--- config.mk ---
export PLATFORM = sky130hd
export DESIGN_NAME = fifo_wr_arbiter_flat
export DESIGN_NICKNAME = d
export VERILOG_FILES = /design/src/rtl/fifo_wr_arbiter_pkg.sv /design/src/rtl/fifo_wr_arbiter_if.sv /design/src/rtl/fifo_wr_arbiter_rr_pick.sv /design/src/rtl/fifo_wr_arbiter.sv /design/src/flat_wrapper.sv
export SDC_FILE = /design/constraint.sdc
export NUM_CORES = 1
export LEC_CHECK = 0
export BUFFER_PORTS_ARGS = -buffer_cell sky130_fd_sc_hd__buf_2
export CORE_ASPECT_RATIO = 0.75
export CORE_MARGIN = 2
export CORE_UTILIZATION = 45
export CTS_BUF_LIST = sky130_fd_sc_hd__clkbuf_16
export CTS_CLUSTER_SIZE = 16
export DETAILED_ROUTE_END_ITERATION = 12
export GPL_ROUTABILITY_DRIVEN = 1
export GPL_TIMING_DRIVEN = 0
export HOLD_SLACK_MARGIN = 0.06
export PLACE_DENSITY = 0.78
export SLEW_MARGIN = 20
export SYNTH_ARGS = -nofsm -noshare
export SYNTH_HDL_FRONTEND = slang
export SYNTH_SLANG_ARGS = --single-unit
--- constraint.sdc ---
create_clock -name wr_clk -period 5.95 [get_ports wr_clk]
set_input_delay 0.8925 -clock wr_clk [delete_from_list [all_inputs] [get_ports wr_clk]]
set_output_delay 0.8925 -clock wr_clk [all_outputs]
set_load 0.01 [all_outputs]
--- src/rtl/fifo_wr_arbiter_pkg.sv ---
// Shared types and helpers for the FIFO write-port arbiter.
// Covers the FSM state encoding, register width helpers and one-hot decoding.
package fifo_arb_pkg;

  typedef enum logic [0:0] {
    IDLE = 1'b0,
    BUSY = 1'b1
  } arb_state_t;

  localparam int MAX_NREQ = 8;

  function automatic int ptr_width(input int nreq);
    return (nreq > 1) ? $clog2(nreq) : 1;
  endfunction

  function automatic int cnt_width(input int max_burst);
    return $clog2(max_burst + 1);
  endfunction

  // Index of the set bit. The input is assumed one-hot; all-zero decodes to 0.
  function automatic logic [2:0] onehot_to_idx(input logic [MAX_NREQ-1:0] oh);
    logic [2:0] idx;
    idx = '0;
    for (int i = 0; i < MAX_NREQ; i++) begin
      if (oh[i]) idx = idx | 3'(i);
    end
    return idx;
  endfunction

endpackage

--- src/rtl/fifo_wr_arbiter_if.sv ---
// Bundle for the requester side and the FIFO write side of the arbiter.
// The master modport is the arbiter; the slave modport is requesters plus FIFO.
interface fifo_wr_arbiter_if #(
  parameter int NREQ     = 4,
  parameter int DATASIZE = 8
);

  logic [NREQ-1:0]          req_valid;
  logic [NREQ-1:0]          req_last;
  logic [NREQ*DATASIZE-1:0] req_data;
  logic [NREQ-1:0]          req_ready;
  logic [NREQ-1:0]          grant;
  logic                     wr_full;
  logic                     fifo_wr_en;
  logic [DATASIZE-1:0]      fifo_wr_data;
  logic                     busy;

  modport master (
    input  req_valid, req_last, req_data, wr_full,
    output req_ready, grant, fifo_wr_en, fifo_wr_data, busy
  );

  modport slave (
    output req_valid, req_last, req_data, wr_full,
    input  req_ready, grant, fifo_wr_en, fifo_wr_data, busy
  );

endinterface

--- src/rtl/fifo_wr_arbiter_rr_pick.sv ---
// Combinational round-robin picker: first set request searching circularly from ptr.
// It returns the winner both as a one-hot vector and as an index.
module rr_pick
  import fifo_arb_pkg::*;
#(
  parameter int NREQ  = 4,
  parameter int PTR_W = 2
) (
  input  logic [NREQ-1:0]  req,
  input  logic [PTR_W-1:0] ptr,
  output logic [NREQ-1:0]  pick,
  output logic [PTR_W-1:0] pick_idx
);

  logic [PTR_W-1:0] cand;

  // Walk from the farthest candidate back to ptr so the nearest valid one wins.
  always_comb begin
    pick = '0;
    cand = '0;
    for (int k = NREQ - 1; k >= 0; k--) begin
      cand = PTR_W'((int'(ptr) + k) % NREQ);
      if (req[cand]) begin
        pick       = '0;
        pick[cand] = 1'b1;
      end
    end
    pick_idx = PTR_W'(onehot_to_idx(MAX_NREQ'(pick)));
  end

endmodule

--- src/rtl/fifo_wr_arbiter.sv ---
// Round-robin arbiter sharing the FIFO write port among NREQ requesters in wr_clk.
// Grants bursts of up to MAX_BURST beats and gates every beat with wr_full.
module fifo_wr_arbiter
  import fifo_arb_pkg::*;
#(
  parameter int NREQ      = 4,
  parameter int DATASIZE  = 8,
  parameter int MAX_BURST = 4
) (
  input logic          wr_clk,
  input logic          wr_rst,
  fifo_wr_arbiter_if.master bus
);

  localparam int PTR_W = ptr_width(NREQ);
  localparam int CNT_W = cnt_width(MAX_BURST);

  localparam logic [0:0] ST_IDLE = IDLE;
  localparam logic [0:0] ST_BUSY = BUSY;

  logic [0:0]       state_q, state_d;
  logic [NREQ-1:0]  grant_q, grant_d;
  logic [PTR_W-1:0] rr_ptr_q, rr_ptr_d;
  logic [PTR_W-1:0] owner_idx_q, owner_idx_d;
  logic [CNT_W-1:0] beat_cnt_q, beat_cnt_d;

  logic [NREQ-1:0]     owner_valid;
  logic                beat;
  logic                abandon;
  logic                last_hit;
  logic                burst_end;
  logic [CNT_W-1:0]    cnt_inc;
  logic [PTR_W-1:0]    next_ptr;
  logic [PTR_W-1:0]    pick_ptr;
  logic [NREQ-1:0]     pick;
  logic [PTR_W-1:0]    pick_idx;
  logic [DATASIZE-1:0] wr_data;

  always_comb begin
    owner_valid = grant_q & bus.req_valid;
    beat        = (|owner_valid) & ~bus.wr_full;
    abandon     = (state_q == ST_BUSY) & ~(|owner_valid) & ~bus.wr_full;
    last_hit    = |(grant_q & bus.req_last);
    cnt_inc     = beat_cnt_q + 1'b1;
    burst_end   = (beat & (last_hit | (cnt_inc == CNT_W'(MAX_BURST)))) | abandon;
    next_ptr    = (owner_idx_q == PTR_W'(NREQ - 1)) ? '0 : owner_idx_q + 1'b1;
    // A handoff searches from the slot after the ending owner, not from rr_ptr_q.
    pick_ptr    = (state_q == ST_IDLE) ? rr_ptr_q : next_ptr;
  end

  rr_pick #(
    .NREQ  (NREQ),
    .PTR_W (PTR_W)
  ) u_rr_pick (
    .req      (bus.req_valid),
    .ptr      (pick_ptr),
    .pick     (pick),
    .pick_idx (pick_idx)
  );

  always_comb begin
    state_d     = state_q;
    grant_d     = grant_q;
    rr_ptr_d    = rr_ptr_q;
    owner_idx_d = owner_idx_q;
    beat_cnt_d  = beat_cnt_q;
    case (state_q)
      ST_IDLE: begin
        if (|bus.req_valid) begin
          state_d     = ST_BUSY;
          grant_d     = pick;
          owner_idx_d = pick_idx;
          beat_cnt_d  = '0;
        end
      end
      default: begin
        if (beat) beat_cnt_d = cnt_inc;
        if (burst_end) begin
          rr_ptr_d   = next_ptr;
          beat_cnt_d = '0;
          if (|bus.req_valid) begin
            grant_d     = pick;
            owner_idx_d = pick_idx;
          end else begin
            grant_d = '0;
            state_d = ST_IDLE;
          end
        end
      end
    endcase
  end

  always_ff @(posedge wr_clk or posedge wr_rst) begin
    if (wr_rst) begin
      state_q     <= ST_IDLE;
      grant_q     <= '0;
      rr_ptr_q    <= '0;
      owner_idx_q <= '0;
      beat_cnt_q  <= '0;
    end else begin
      state_q     <= state_d;
      grant_q     <= grant_d;
      rr_ptr_q    <= rr_ptr_d;
      owner_idx_q <= owner_idx_d;
      beat_cnt_q  <= beat_cnt_d;
    end
  end

  // AND-OR mux keyed on grant, so the write data is zero whenever nobody owns the port.
  always_comb begin
    wr_data = '0;
    for (int i = 0; i < NREQ; i++) begin
      if (grant_q[i]) wr_data = wr_data | bus.req_data[i*DATASIZE +: DATASIZE];
    end
  end

  assign bus.grant        = grant_q;
  assign bus.busy         = (state_q == ST_BUSY);
  assign bus.req_ready    = grant_q & {NREQ{~bus.wr_full}};
  assign bus.fifo_wr_en   = beat;
  assign bus.fifo_wr_data = wr_data;

endmodule

--- src/flat_wrapper.sv ---
// flat-port wrapper written by rule: the top's interface ports become plain ports
module fifo_wr_arbiter_flat import fifo_arb_pkg::*;
#(
  parameter int NREQ      = 4,
  parameter int DATASIZE  = 8,
  parameter int MAX_BURST = 4
)
  (wr_clk, wr_rst, bus_req_valid, bus_req_last, bus_req_data, bus_wr_full, bus_req_ready, bus_grant, bus_fifo_wr_en, bus_fifo_wr_data, bus_busy);
  fifo_wr_arbiter_if #(.NREQ(NREQ), .DATASIZE(DATASIZE)) bus_i ();
  input logic wr_clk;
  input logic wr_rst;
  input wire logic [$bits(bus_i.req_valid)-1:0] bus_req_valid;
  input wire logic [$bits(bus_i.req_last)-1:0] bus_req_last;
  input wire logic [$bits(bus_i.req_data)-1:0] bus_req_data;
  input wire logic [$bits(bus_i.wr_full)-1:0] bus_wr_full;
  output wire logic [$bits(bus_i.req_ready)-1:0] bus_req_ready;
  output wire logic [$bits(bus_i.grant)-1:0] bus_grant;
  output wire logic [$bits(bus_i.fifo_wr_en)-1:0] bus_fifo_wr_en;
  output wire logic [$bits(bus_i.fifo_wr_data)-1:0] bus_fifo_wr_data;
  output wire logic [$bits(bus_i.busy)-1:0] bus_busy;
  assign bus_i.req_valid = bus_req_valid;
  assign bus_i.req_last = bus_req_last;
  assign bus_i.req_data = bus_req_data;
  assign bus_i.wr_full = bus_wr_full;
  assign bus_req_ready = bus_i.req_ready;
  assign bus_grant = bus_i.grant;
  assign bus_fifo_wr_en = bus_i.fifo_wr_en;
  assign bus_fifo_wr_data = bus_i.fifo_wr_data;
  assign bus_busy = bus_i.busy;
  fifo_wr_arbiter #(.NREQ(NREQ), .DATASIZE(DATASIZE), .MAX_BURST(MAX_BURST)) u_core (.wr_clk(wr_clk), .wr_rst(wr_rst), .bus(bus_i));
endmodule
==> results.py, run 1 <==
metrics = {
    "timing": {
        "hold_slack_ns": 0.511,
        "skew_ns": 0.00361,
        "min_period_ns": 3.11,
        "drv_slew": 0,
        "tightest_slew_ns": 0.640,
        "tns_ns": 0,
        "slew_headroom": 0.569,
        "rsz0062_at_grt": "false",
        "fmax_mhz": 321,
        "min_period_over_period": 0.523,
        "finalHoldViolCount": 0,
        "finalSetupViolCount": 0,
    },
    "floorplan": {
        "fp.dieW_um": 64.8,
        "dieArea_um2": 3220,
        "fp-row-count": 16,
        "ios": 61,
        "core_area_um2": 2620,
        "start_util": 0.476,
        "die_y_um": 49.6,
    },
    "clock_network": {
        "h-tree-depth": 1,
        "postCtsResizedCells": 0,
        "clock_latency_ns": 0.24,
        "hold_buffers": 0,
        "clock-sinks": 12,
        "cts_setup_buffers": 0,
        "clock_path_buffers": 2,
        "cts_tree": "done",
        "cts_buffers": 3,
        "root_buffer": "clkbuf_16",
        "clk_pin_slew_worst_paths_ns": 0.04,
    },
    "critical_path": {
        "crit_family": "simple AND/OR/NAND/NOR gates",
        "startpoint_type": "register",
        "crit_chain": "ha_1, nor2_1, a21oi_1, ha_1, nand2b_1, a221o_1, nand2_1, or3b_2, o311ai_1, o211ai_1",
        "rrSetupSlack_ns": 2.84,
        "cp_num_cells": 10,
        "worstPathArrival_ns": 3.20,
        "worstReg2RegStart": "u_core.owner_idx_q[0]",
        "required_ns": 6.04,
        "max_stage_delay_ns": 0.47,
        "endpoint": "u_core.owner_idx_q[1]",
        "slowest_stage": "or3b_2",
        "path_max_fanout": 8,
        "crit_top_cell": "ha_1",
        "worst_setup_path_end_kind": "register",
        "critPathBufInv": 0,
        "r2r_cells": 10,
        "crit_type": "register to register",
        "worstReg2RegEnd": "u_core.owner_idx_q[1]",
        "crit_start": "u_core.owner_idx_q[0]",
    },
    "finish": {
        "nFillCells": 239,
        "nNetsFinal": 268,
        "n_antenna_cell": 0,
        "final_cell_mix": "buf_2, nand2_1, a22oi_1, dfrtp_1, a21oi_1",
        "multiInputGateArea_um2": 902,
        "syn_to_final_growth_pct": 33.7,
        "drive_gt1_frac": 0.341,
        "layout_commonest_cell": "buf_2",
        "register_area_um2": 300,
        "final_util": 0.636,
        "final_cell_area_um2": 1670,
    },
    "routing": {
        "dr.first_iter.drc_count": 67,
        "firstDrtPassIters": 4,
        "vias_per_cell": 5.73,
        "vias": 1433,
        "antenna_left": 0,
        "wl_per_cell_um": 15.0,
        "drc": 0,
        "routed_wl_mm": 3.74,
    },
    "placed_design": {
        "dp_hpwl_mm": 3.05,
        "portBuffers": 60,
        "gp_congestion": 0.862,
        "place_area_um2": 1590,
    },
    "power_and_ir_drop": {
        "leakage_uw": 0.000844,
        "irDropWorstVdd_mv": 0.380,
        "power.density_nw_per_um2": 599,
    },
    "global_route": {
        "antenna_found_initial": 0,
        "grt_use_total": 0.236,
        "grt_max_degree": 13,
        "grt_pass1_vias": 1299,
        "overflow": 0,
        "grt_pass1_wl_mm": 6.01,
    },
    "yosys": {
        "ys.flop_type": "dfrtp_1",
        "synth_cells": 151,
        "ys_types": 39,
        "synth-async-reset-ratio": 1.00,
        "avgSynthCellArea_um2": 8.27,
        "syn-num-nets": 203,
        "seq_area_frac_synth": 0.240,
        "ys_ff_latch": 12,
        "synth_edf_count": 0,
        "yosysWarnings": 0,
        "synth_area_um2": 1250,
    },
    "hold_path": {
        "hold_class": "register to register",
    },
    "flow_run": {
        "maxCapViolations": 0,
    },
    "status": {
        "status": "completed",
    },
}
## kinds of logic (layout without fill, tap and decap cells)
| group | Yosys count | after routing | synth area share |
|---|---|---|---|
| xor+xnor | 1 | 1 | 0.00702 |
| buf+inv | 12 | 75 | 0.0371 |
| compound gates | 54 | 54 | 0.301 |
| flops | 12 | 12 | 0.240 |
| simple gates | 56 | 56 | 0.233 |
| fa+ha+maj | 9 | 9 | 0.0902 |
| mux | 7 | 7 | 0.0912 |
## layout make-up
class	instances	area share
clock buffers	3	0.0450
plain buffers	5	0.0120
flip-flops and latches	12	0.180
multi-input cells	127	0.540
inverters	7	0.0157
repair buffers	60	0.180
well taps	36	0.0270
## worst min-delay path by stage
stage | start | to | slack, ns | cells past startpoint
after floorplan | u_core.beat_cnt_q[0] | u_core.beat_cnt_q[0] | 0.47 | 1
after global routing | u_core.beat_cnt_q[2] | u_core.beat_cnt_q[2] | 0.53 | 1
after detailed placement | u_core.beat_cnt_q[2] | u_core.beat_cnt_q[2] | 0.51 | 1
final | u_core.beat_cnt_q[2] | u_core.beat_cnt_q[2] | 0.51 | 1
after CTS | u_core.beat_cnt_q[2] | u_core.beat_cnt_q[2] | 0.52 | 1
after global placement | u_core.beat_cnt_q[0] | u_core.beat_cnt_q[0] | 0.49 | 1
## sequential cells by signal, summed over array words and instances, names as in the netlist
name / count
u_core.bus.grant: 4
u_core.beat_cnt_q: 3
u_core.owner_idx_q: 2
u_core.rr_ptr_q: 2
u_core.bus.busy: 1
## metrics by stage
stage	std cells	setup slack, ns	power (uW)
floorplan	151	3.24	677
global placement	247	3.03	828
detailed placement	247	2.89	871
CTS	250	2.88	995
global route	250	2.65	1090
finish	250	2.84	999
## power breakdown
| group | switching (uW) | total, uW | internal [uW] |
|---|---|---|---|
| Clock | 33.1 | 121 | 87.4 |
| Combinational | 405 | 725 | 320 |
| Sequential | 36.2 | 153 | 117 |
| Total | 474 | 999 | 525 |
## per-layer routing
| layer | global-route usage | share of wire | vias to the layer above |
|---|---|---|---|
| met5 | 0 | 0 | - |
| met4 | 0.0426 | 0.0080 | 0 |
| met3 | 0.0205 | 0.052 | 2 |
| met2 | 0.407 | 0.50 | 46 |
| met1 | 0.325 | 0.44 | 689 |
| li1 | - | - | 696 |
## Yosys cell counts (all sizes together) (2+ instances only)
cell | n | area [um2]
or3b | 3 | 26.3
dfrtp | 12 | 300
clkbuf | 4 | 15.0
o211ai | 4 | 30.0
o311ai | 2 | 25.0
a21oi | 11 | 55.1
and2 | 2 | 12.5
a221oi | 2 | 17.5
a22oi | 19 | 143
nor2 | 7 | 26.3
nand2 | 22 | 82.6
mux4 | 2 | 48.8
nand2b | 6 | 37.5
mux2 | 2 | 22.5
ha | 9 | 113
mux2i | 3 | 42.5
a22o | 4 | 35.0
o21ai | 9 | 45.0
and3 | 3 | 18.8
inv | 7 | 26.3
nor2b | 5 | 31.3
Note: power is estimated with default switching activity, not from simulation.
==> run 2: changes to the inputs <==
clock period = 2.95 ns   (was 5.95 ns; I/O delays follow)
==> run 2 against run 1 <==
Net effect: non-clock buffer count increased by 1; critical path type unchanged; sequential power increased by 110%; die area unchanged; highest routed layer unchanged; critical path depth decreased by 1; clock skew decreased by 0.00069 ns; fmax increased by 9.7%; register-to-register slack got worse by 2.7 ns; flip-flop and latch count unchanged; clock power increased by 100%; combinational power increased by 120%; clock-buffer cell count unchanged; total power increased by 110%.
==> results.py, run 2 (synthesis gave the netlist of run 1 again) <==
metrics = {
    "status": {
        "status": "completed",
    },
    "floorplan": {
        "start_util": 0.476,
        "fp-row-count": 16,
        "core_area_um2": 2620,
        "die_y_um": 49.6,
        "ios": 61,
        "fp.dieW_um": 64.8,
        "dieArea_um2": 3220,
    },
    "clock_network": {
        "h-tree-depth": 1,
        "clock_latency_ns": 0.24,
        "root_buffer": "clkbuf_16",
        "clk_pin_slew_worst_paths_ns": 0.04,
        "hold_buffers": 0,
        "clock_path_buffers": 2,
        "cts_buffers": 3,
        "clock-sinks": 12,
        "cts_tree": "done",
    },
    "critical_path": {
        "crit_top_cell": "ha_4",
        "slowest_stage": "or3b_2",
        "startpoint_type": "register",
        "max_stage_delay_ns": 0.46,
        "required_ns": 3.04,
        "crit_start": "u_core.owner_idx_q[0]",
        "crit_chain": "ha_4, mux2i_4, ha_4, nand2b_1, a221o_1, nand2_1, or3b_2, o311ai_1, o211ai_1",
        "path_max_fanout": 8,
        "worst_setup_path_end_kind": "register",
        "critPathBufInv": 0,
        "crit_type": "register to register",
        "rrSetupSlack_ns": 0.11,
        "worstPathArrival_ns": 2.92,
        "crit_family": "simple AND/OR/NAND/NOR gates",
        "worstReg2RegStart": "u_core.owner_idx_q[0]",
    },
    "finish": {
        "nFillCells": 232,
        "largest_reg_flops": 4,
        "final_cell_mix": "buf_2, nand2_1, a22oi_1, dfrtp_1, a21oi_1",
        "final_cell_area_um2": 1720,
        "nNetsFinal": 269,
        "multiInputGateArea_um2": 946,
        "drive_gt1_frac": 0.363,
        "n_antenna_cell": 0,
        "register_area_um2": 300,
        "layout_commonest_cell": "buf_2",
        "syn_to_final_growth_pct": 37.8,
        "final_cells": 251,
    },
    "timing": {
        "rsz0062_at_grt": "false",
        "min_period_ns": 2.84,
        "tns_ns": 0,
        "drv_slew": 0,
        "finalHoldViolCount": 0,
        "hold_slack_ns": 0.209,
        "finalSetupViolCount": 0,
        "fmax_mhz": 352,
        "tightest_slew_ns": 0.650,
        "skew_ns": 0.00292,
        "slew_headroom": 0.562,
        "min_period_over_period": 0.962,
    },
    "global_route": {
        "antenna_found_initial": 0,
        "grt_use_total": 0.237,
        "overflow": 0,
        "grt_pass1_vias": 1295,
        "grt_max_degree": 13,
        "grt_pass1_wl_mm": 6.03,
    },
    "placed_design": {
        "dp.cells": 247,
        "dp_hpwl_mm": 3.05,
        "portBuffers": 60,
        "place_area_um2": 1590,
        "gp_congestion": 0.862,
    },
    "routing": {
        "wl_per_cell_um": 15.1,
        "drc": 0,
        "antenna_left": 0,
        "vias_per_cell": 5.75,
        "firstDrtPassIters": 4,
        "routed_wl_mm": 3.79,
        "dr.first_iter.drc_count": 85,
        "vias": 1444,
    },
    "power_and_ir_drop": {
        "leakage_uw": 0.000853,
        "irDropWorstVdd_mv": 0.791,
        "total_power_uw": 2140,
        "power.density_nw_per_um2": 1250,
    },
    "flow_run": {
        "maxCapViolations": 0,
    },
    "hold_path": {
        "hold_class": "primary input to async pin",
    },
}
==> run 2: power breakdown <==
part	internal (uW)	switching, uW
combinational	728	851
sequential	236	82.8
clock	176	68.6
total	1140	1000
==> run 2: layout make-up <==
cell class	count	area share
sequential	12	0.175
clock buffer	3	0.0436
buffer	5	0.0116
inverter	7	0.0153
tap	36	0.0262
timing repair buffer	61	0.179
multi-input combinational	127	0.550
==> run 2: path summary, 6_finish.rpt <==
path	to	cells after the start
setup / recovery	u_core.owner_idx_q[1]	9
hold / removal	u_core.owner_idx_q[1]	2
setup reg to reg	u_core.owner_idx_q[1]	9
hold reg to reg	u_core.beat_cnt_q[2]	1
max in group asynchronous	u_core.rr_ptr_q[0]	2
min in group wr_clk	u_core.beat_cnt_q[2]	1
==> run 2: worst register-to-register path, delay by kind of cell, from the launching register on <==
kind                       cells  cell delay [ns]
DFF                            1             0.45
and+or+nand+nor                3             0.78
muxes                          1             0.25
adders and majority gates      2             0.56
AOI/OAI and AO/OA              3             0.65
==> run 2: stage by stage <==
| step | utilization | worst slack, ns |
|---|---|---|
| floorplan | - | 0.239 |
| global route | 0.656 | 0.00653 |
| global placement | 0.608 | 0.0260 |
| detailed placement | 0.608 | -0.108 |
| CTS | 0.644 | 0.0780 |
| finish | 0.656 | 0.113 |
==> run 2: what timing repair did <==
action | 4_1_cts | 5_1_grt
resized for setup | 3 | 4
buffers inserted | 0 | 1
setup endpoints to repair | 4 | 4
==> run 2: layer usage <==
layer / routed length, um / GRT usage / share of wire / vias to the layer above
met2: 1870 / 0.414 / 0.49 / 56
met1: 1640 / 0.323 / 0.43 / 682
met4: 46 / 0.0426 / 0.012 / 0
met5: 0 / 0 / 0 / -
met3: 224 / 0.0205 / 0.059 / 6
li1: - / - / - / 700
==> run 3: changes to the inputs <==
CORE_UTILIZATION = 42   (was 45)
PLACE_DENSITY = 0.77   (was 0.78)
clock period = 2.3 ns   (was 2.95 ns; I/O delays follow)
==> run 3 against run 2 <==
Net effect: worst hold slack lost 0.096 ns; cell area increased by 9.5%; via count up 1.3%; highest routed layer unchanged; sequential power rose by 24%; the flow now finishes with violations (negative setup slack).
==> results.py, run 3 (synthesis gave the netlist of run 1 again) <==
metrics = {
    "global_route": {
        "grt_pass1_vias": 1171,
        "overflow": 0,
        "grt_max_degree": 13,
        "grt_use_total": 0.202,
        "antenna_found_initial": 0,
        "grt_pass1_wl_mm": 5.40,
    },
    "routing": {
        "firstDrtPassIters": 4,
        "vias": 1463,
        "antenna_left": 0,
        "routed_wl_mm": 3.75,
        "drc": 0,
        "wl_per_cell_um": 14.1,
        "vias_per_cell": 5.52,
        "dr.first_iter.drc_count": 80,
    },
    "clock_network": {
        "clock_path_buffers": 2,
        "cts_buffers": 3,
        "h-tree-depth": 1,
        "clock-sinks": 12,
        "clk_pin_slew_worst_paths_ns": 0.04,
        "clock_latency_ns": 0.24,
        "cts_tree": "done",
        "root_buffer": "clkbuf_16",
        "hold_buffers": 0,
    },
    "power_and_ir_drop": {
        "total_power_uw": 3270,
        "power.density_nw_per_um2": 1730,
        "leakage_uw": 0.000927,
        "irDropWorstVdd_mv": 1.08,
    },
    "timing": {
        "rsz0062_at_grt": "true",
        "min_period_ns": 2.53,
        "slew_headroom": 0.545,
        "hold_slack_ns": 0.112,
        "finalSetupViolCount": 5,
        "finalHoldViolCount": 0,
        "skew_ns": 0.00461,
        "fmax_mhz": 396,
        "tightest_slew_ns": 0.677,
        "layout_setup_ws_ns": -0.226,
        "drv_slew": 0,
        "min_period_over_period": 1.10,
    },
    "critical_path": {
        "startpoint_type": "register",
        "worst_setup_path_end_kind": "register",
        "worstReg2RegEnd": "u_core.owner_idx_q[0]",
        "crit_type": "register to register",
        "rrSetupSlack_ns": -0.23,
        "worstPathArrival_ns": 2.61,
        "r2r_cells": 9,
        "worstReg2RegStart": "u_core.owner_idx_q[1]",
        "required_ns": 2.39,
        "path_max_fanout": 8,
    },
    "finish": {
        "final_cell_mix": "buf_2, nand2_1, a22oi_1, buf_4",
        "n_antenna_cell": 0,
        "layout_commonest_cell": "buf_2",
        "nNetsFinal": 280,
        "syn_to_final_growth_pct": 50.9,
        "drive_gt1_frac": 0.445,
        "largest_reg_flops": 4,
    },
    "floorplan": {
        "fp-row-count": 17,
        "dieArea_um2": 3430,
        "ios": 61,
        "die_y_um": 51.2,
        "fp.dieW_um": 67.0,
        "core_area_um2": 2890,
        "start_util": 0.432,
    },
    "placed_design": {
        "place_ws_ns": -0.297,
        "gp_congestion": 0.870,
        "portBuffers": 60,
        "dp_hpwl_mm": 2.72,
    },
    "status": {
        "status": "finished, violations left",
        "violations": "negative setup slack",
    },
    "hold_path": {
        "hold_class": "primary input to async pin",
    },
    "flow_run": {
        "maxCapViolations": 0,
    },
}
## run 3: worst max-delay path, cell delays in order, from the launching register on
cell      delay, ns
dfrtp_1        0.41
ha_4           0.26
mux2i_4        0.21
ha_4           0.26
nand2b_4       0.13
a221o_1        0.33
nand2_2        0.10
or3b_4         0.38
o211ai_1       0.16
o211ai_1       0.12
## run 3: cell type report
class / count / area [um2]
flip-flops and latches: 12 / 303
clock inverters: 1 / 3.75
clock buffers: 3 / 75.1
fillers: 261 / 1010
multi-input cells: 127 / 1010
well taps: 38 / 47.5
repair buffers: 72 / 394
inverters: 7 / 26.3
plain buffers: 5 / 22.5
## run 3: how the worst max path moves through the flow
stage / from / cells after the start / slack (ns) / to
finish: u_core.owner_idx_q[1] / 9 / -0.23 / u_core.owner_idx_q[0]
global route: u_core.owner_idx_q[1] / 9 / -0.29 / u_core.owner_idx_q[0]
CTS: u_core.owner_idx_q[1] / 9 / -0.19 / u_core.owner_idx_q[0]
detailed placement: u_core.owner_idx_q[0] / 9 / -0.30 / u_core.owner_idx_q[0]
global placement: u_core.owner_idx_q[0] / 9 / -0.30 / u_core.owner_idx_q[0]
floorplan: u_core.owner_idx_q[0] / 9 / -0.10 / u_core.owner_idx_q[1]
## run 3: metal layers
layer / vias to the layer above / global-route usage / wire [um]
met3: 2 / 0.0220 / 192
met4: 0 / 0.0442 / 19
li1: 720 / - / -
met1: 698 / 0.311 / 1700
met5: - / 0 / 0
met2: 43 / 0.302 / 1830
## run 3: per-stage QoR
step | TNS, ns | instance area, um2 | utilization | std cells
floorplan | -0.330 | 1320 | - | 151
global placement | -1.24 | 1660 | 0.575 | 249
detailed placement | -1.28 | 1660 | 0.575 | 249
CTS | -0.701 | 1800 | 0.623 | 260
global route | -1.28 | 1880 | 0.651 | 265
finish | -0.853 | 1880 | 0.651 | 265
## run 3: repair_timing
| action | CTS | global route |
|---|---|---|
| pin swaps | 5 | 2 |
| cloned | 0 | 0 |
| setup buffers | 7 | 5 |
| hold endpoints to repair | 0 | 0 |
| endpoints found under the setup margin | 6 | 6 |
| gates resized for setup | 2 | 10 |
## run 3: power by group
| part | internal (uW) | leakage, uW | switching, uW |
|---|---|---|---|
| logic | 1300 | 0.000739 | 1260 |
| registers | 305 | 0.000146 | 90.5 |
| clock network | 228 | 0.0000423 | 84.1 |
| total | 1830 | 0.000927 | 1440 |
